### config.mk
export PLATFORM = sky130hd
export DESIGN_NAME = coeff_stream
export DESIGN_NICKNAME = d
export VERILOG_FILES = /design/src/rtl/coeff_pkg.sv /design/src/rtl/coeff_table.sv /design/src/rtl/coeff_stream.sv
export SDC_FILE = /design/constraint.sdc
export NUM_CORES = 1
export LEC_CHECK = 0
export ABC_AREA = 1
export BUFFER_PORTS_ARGS = -buffer_cell sky130_fd_sc_hd__buf_2
export CORE_ASPECT_RATIO = 1.1
export CORE_UTILIZATION = 57
export DETAILED_ROUTE_END_ITERATION = 12
export GPL_TIMING_DRIVEN = 0
export PLACE_DENSITY_LB_ADDON = 0.08
export SETUP_SLACK_MARGIN = 0.3
export SLEW_MARGIN = 15
export SYNTH_ARGS = -nofsm -noshare
export SYNTH_HDL_FRONTEND = slang
export SYNTH_SLANG_ARGS = --single-unit
### constraint.sdc
create_clock -name clk -period 4.1 [get_ports clk]
set_input_delay 0.615 -clock clk [delete_from_list [all_inputs] [get_ports clk]]
set_output_delay 0.615 -clock clk [all_outputs]
set_load 0.02 [all_outputs]
### src/rtl/coeff_pkg.sv
// coeff_stream shared types and default coefficient set.
// Optional table write port is enabled with COEFF_WR_EN.
package coeff_pkg;

    localparam int WIDTH_DEF = 16;
    localparam int DEPTH_DEF = 8;
    localparam int NDEF      = 8;

    typedef enum logic [1:0] {
        IDLE,
        RUN,
        DONE
    } state_t;

    localparam logic signed [15:0] DEF_TAB [NDEF] = '{
        -16'sd1024, -16'sd170, -16'sd68, -16'sd36,
        -16'sd23,   -16'sd16,  -16'sd11, 16'sd0
    };

    // Entries beyond the known series (or beyond depth) read as zero.
    function automatic logic signed [31:0] def_coeff(
        input int depth,
        input int idx
    );
        if (idx < 0 || idx >= depth || idx >= NDEF)
            return 32'sd0;
        return 32'(DEF_TAB[idx]);
    endfunction

endpackage

### src/rtl/coeff_table.sv
// Coefficient storage with combinational read mux.
// COEFF_WR_EN selects a writable register table; otherwise ROM.
module coeff_table
    import coeff_pkg::*;
#(
    parameter int WIDTH = WIDTH_DEF,
    parameter int DEPTH = DEPTH_DEF,
    localparam int IDX_W = $clog2(DEPTH)
) (
`ifdef COEFF_WR_EN
    input  logic             clk,
    input  logic             rst_n,
    input  logic             wr_en,
    input  logic [IDX_W-1:0] wr_addr,
    input  logic [WIDTH-1:0] wr_data,
`endif
    input  logic [IDX_W-1:0] rd_addr,
    output logic [WIDTH-1:0] rd_data
);

`ifdef COEFF_WR_EN
    logic [WIDTH-1:0] mem [DEPTH];

    always_ff @(posedge clk) begin
        if (!rst_n) begin
            for (int i = 0; i < DEPTH; i++)
                mem[i] <= WIDTH'(def_coeff(DEPTH, i));
        end else if (wr_en) begin
            mem[wr_addr] <= wr_data;
        end
    end

    assign rd_data = mem[rd_addr];
`else
    always_comb begin
        rd_data = WIDTH'(def_coeff(DEPTH, int'(rd_addr)));
    end
`endif

endmodule

### src/rtl/coeff_stream.sv
// Coefficient table with a valid/ready run sequencer.
// COEFF_WR_EN adds the wr_en/wr_addr/wr_data table write port.
module coeff_stream
    import coeff_pkg::*;
#(
    parameter int WIDTH = WIDTH_DEF,
    parameter int DEPTH = DEPTH_DEF,
    localparam int IDX_W = $clog2(DEPTH)
) (
    input  logic             clk,
    input  logic             rst_n,
    input  logic             start,
    input  logic [IDX_W-1:0] first_idx,
    input  logic [IDX_W:0]   count,
    output logic             busy,
    output logic             out_valid,
    input  logic             out_ready,
    output logic [WIDTH-1:0] out_data,
    output logic [IDX_W-1:0] out_idx,
    output logic             out_last,
`ifdef COEFF_WR_EN
    input  logic             wr_en,
    input  logic [IDX_W-1:0] wr_addr,
    input  logic [WIDTH-1:0] wr_data,
`endif
    output logic             done
);

    localparam logic [IDX_W:0] FULL = (IDX_W+1)'(DEPTH);
    localparam logic [IDX_W:0] ONE  = (IDX_W+1)'(1);

    state_t           state, state_n;
    logic [IDX_W-1:0] idx, idx_n;
    logic [WIDTH-1:0] data_q, data_n;
    logic [IDX_W:0]   rem, rem_n;
    logic [IDX_W-1:0] rd_addr;
    logic [WIDTH-1:0] rd_data;
    logic             hs;

    coeff_table #(
        .WIDTH (WIDTH),
        .DEPTH (DEPTH)
    ) u_table (
`ifdef COEFF_WR_EN
        .clk     (clk),
        .rst_n   (rst_n),
        .wr_en   (wr_en),
        .wr_addr (wr_addr),
        .wr_data (wr_data),
`endif
        .rd_addr (rd_addr),
        .rd_data (rd_data)
    );

    assign out_valid = (state == RUN);
    assign busy      = (state != IDLE);
    assign done      = (state == DONE);
    assign out_last  = out_valid && (rem == ONE);
    assign out_data  = data_q;
    assign out_idx   = idx;
    assign hs        = out_valid && out_ready;

    always_comb begin
        state_n = state;
        idx_n   = idx;
        data_n  = data_q;
        rem_n   = rem;
        rd_addr = idx + IDX_W'(1);
        unique case (state)
            IDLE: begin
                rd_addr = first_idx;
                if (start) begin
                    if (count == '0) begin
                        state_n = DONE;
                    end else begin
                        state_n = RUN;
                        idx_n   = first_idx;
                        data_n  = rd_data;
                        rem_n   = (count > FULL) ? FULL : count;
                    end
                end
            end
            RUN: begin
                if (hs) begin
                    if (rem == ONE) begin
                        state_n = DONE;
                    end else begin
                        idx_n  = idx + IDX_W'(1);
                        data_n = rd_data;
                        rem_n  = rem - ONE;
                    end
                end
            end
            DONE: state_n = IDLE;
            default: state_n = IDLE;
        endcase
    end

    always_ff @(posedge clk) begin
        if (!rst_n) begin
            state  <= IDLE;
            idx    <= '0;
            data_q <= '0;
            rem    <= '0;
        end else begin
            state  <= state_n;
            idx    <= idx_n;
            data_q <= data_n;
            rem    <= rem_n;
        end
    end

endmodule

==> reports/metrics.csv <==
metric;value;unit
layout cells sized above 1;23.81;%
Synth-to-Final Area Change;16.51;%
number of synthesized flops with an enable pin;0;
RSZ-0062 raised after global routing;no;
CP Capture Type;primary output;
# port buffers;32;
Rel. slew slack;69.51;%
Slew @ Worst Pin;0.4574;ns
I/O pins;34;
H-tree Lvls;1;
slowest cell delay on critical path;0.46;ns
Crit Path Class;reg2out;
Root Driver;clkbuf_4;
Initial DRC Count;31;
Top Metal Used;met4;
vias in the first global route;1068;
first-pass GRT wire length;4443;um
largest net degree at the start of global routing;11;
Max-cap violations;0;
CTS tree;yes;
fin crit share;48.14;%
Worst Path Arrival;1.36;ns
crit path max fanout;8;
DP Worst Slack;2.411;ns
Routed WL per cell;9.326;um
syn_nets;234;
GRT overflow;0;
Final Skew;0.002383;ns
ys flop type;dfxtp_1;
register bit total from synthesis;19;
CP cell instances;inv_1 > nand2_1 > nor2_1 > buf_2;
Die Y-Extent;53.16;um
post-layout util;70.17;%
die width;48.51;um
critical path required time;3.48;ns
CTS Sinks;19;
Unique masters post-synth;24;
clk buf depth;2;
leakage power;0.0009158;uW
Hold-fix buffers, CTS;0;
Post-Route WL;2630;um
worst hold slack;0.4954;ns
Vias/cell;4.695;
worst reg2reg path depth;9;
Min-Delay Path Depth;2;
post-route DRC violation count;0;
Final Hold Fails;0;
CTS buffer count;3;
site row count;18;
Fillers;207;
DIE AREA;0.002579;mm2
initial antenna violation count;0;
async set-or-reset flop fraction in the synthesized netlist;0;%
ANT cells;0;
Initial Utilization;60.22;%
Multi-input gate area;762.0;um2
Worst-Skew Late Latency;0.29;ns
GR Util All Layers;22.64;%
post-synthesis sequential area ratio;28.04;%
met1 wire length;1311;um
Pwr Density;457.9;mW/mm2
Vias;1324;
crit start category;flop;
Slowest cell on crit path;dfxtp_1;
core area;0.002252;mm2
worst min path class;reg2reg;
Detailed Place HPWL;2048;um
DR WL met2;1191;um
Synth Area per Inst;6.279;um2
nets;271;
Synth Instances;216;
Ys Warns;0;
status;finished, final reports clean;
Register Area;380.4;um2
ANT nets after route;0;
post-CTS resize count;0;
Final min period;1.974;ns
synthesized area;0.001356;mm2
routed length on met3;96;um
count of final setup violators;0;
post-CTS setup buffer count;0;
setup TNS;0;ns
FMAX;506.7;MHz
Worst-path clk slew;0.11;ns
worst vdd ir;0.2951;mV
worst setup margin;2.126;ns
Slew Limit Fails;0;
First-pass DRT Iterations;4;
GPL Wtd Cong;0.8213;
[worst paths after layout]
path                                  start          end  slack [ns]
worst max-delay path               state[1]     out_last        2.13
worst min-delay path            out_data[1]  out_data[1]        0.50
worst max register to register     state[1]  out_data[4]        2.40
worst min register to register  out_data[1]  out_data[1]        0.50
[power breakdown]
part	switching [uW]	total, uW	internal, uW
clock	55.9	93.7	37.8
combinational	240	382	142
sequential	26.5	248	221
[placed cells by master (no fill, tap or decap), drive strengths merged]
cell	netlist	routed
buf	10	42
inv	33	33
nand3	17	17
nor2	46	46
clkbuf	1	5
nand4	2	2
ha	7	7
o211ai	1	1
dfxtp	19	19
nand2	69	69
o21ai	6	6
a21oi	5	5
[cells by family after synthesis]
| family | count (synthesis) | synth area share, % |
|---|---|---|
| simple gates | 134 | 44.56 |
| compound gates | 12 | 5.166 |
| flops | 19 | 28.04 |
| buf+inv | 44 | 15.77 |
| fa+ha+maj | 7 | 6.457 |
[critical path: cells and delay by family, from the launching register on]
family | cells | cell delay, ns
buffers and inverters | 2 | 0.29
DFF | 1 | 0.46
and+or+nand+nor | 2 | 0.32
[stage by stage]
step                power, uW  cells  area [um2]
global route            791.1    282        1580
detailed placement      635.6    278        1554
floorplan               547.5    216        1356
global placement        630.6    278        1554
finish                  723.6    282        1580
CTS                     732.0    282        1580
[Yosys cell counts (2+ instances only)]
cell	number	area share [%]
nand2_1	65	18
nor2_1	41	11
inv_1	31	8.6
dfxtp_1	19	28
nand3_1	15	5.5
ha_1	7	6.5
buf_4	6	3.3
a21oi_1	5	1.8
o21ai_0	4	1.5
nand2_2	3	1.4
nor2_4	3	2.5
buf_6	2	1.7
inv_2	2	0.55
nor2_2	2	0.92
o21ai_2	2	1.3
[sequential cells by signal (all words and copies together) (netlist names)]
signal / flops
rem: 4
out_data: 10
out_idx: 3
state: 2
[area by class of cell]
| class | instances | area share (%) |
|---|---|---|
| plain buffers | 11 | 5.701 |
| well taps | 30 | 2.375 |
| clock buffers | 4 | 1.663 |
| inverters | 33 | 7.838 |
| repair buffers | 32 | 10.13 |
| multi-input cells | 153 | 48.22 |
| flip-flops and latches | 19 | 24.07 |
[per-layer routing]
layer / track usage, % / vias up
li1: - / 721
met1: 28.67 / 566
met2: 39.67 / 33
met3: 3.448 / 4
met4: 7.353 / 0
met5: 0 / -
No activity file was read; power rests on OpenSTA's default activity.
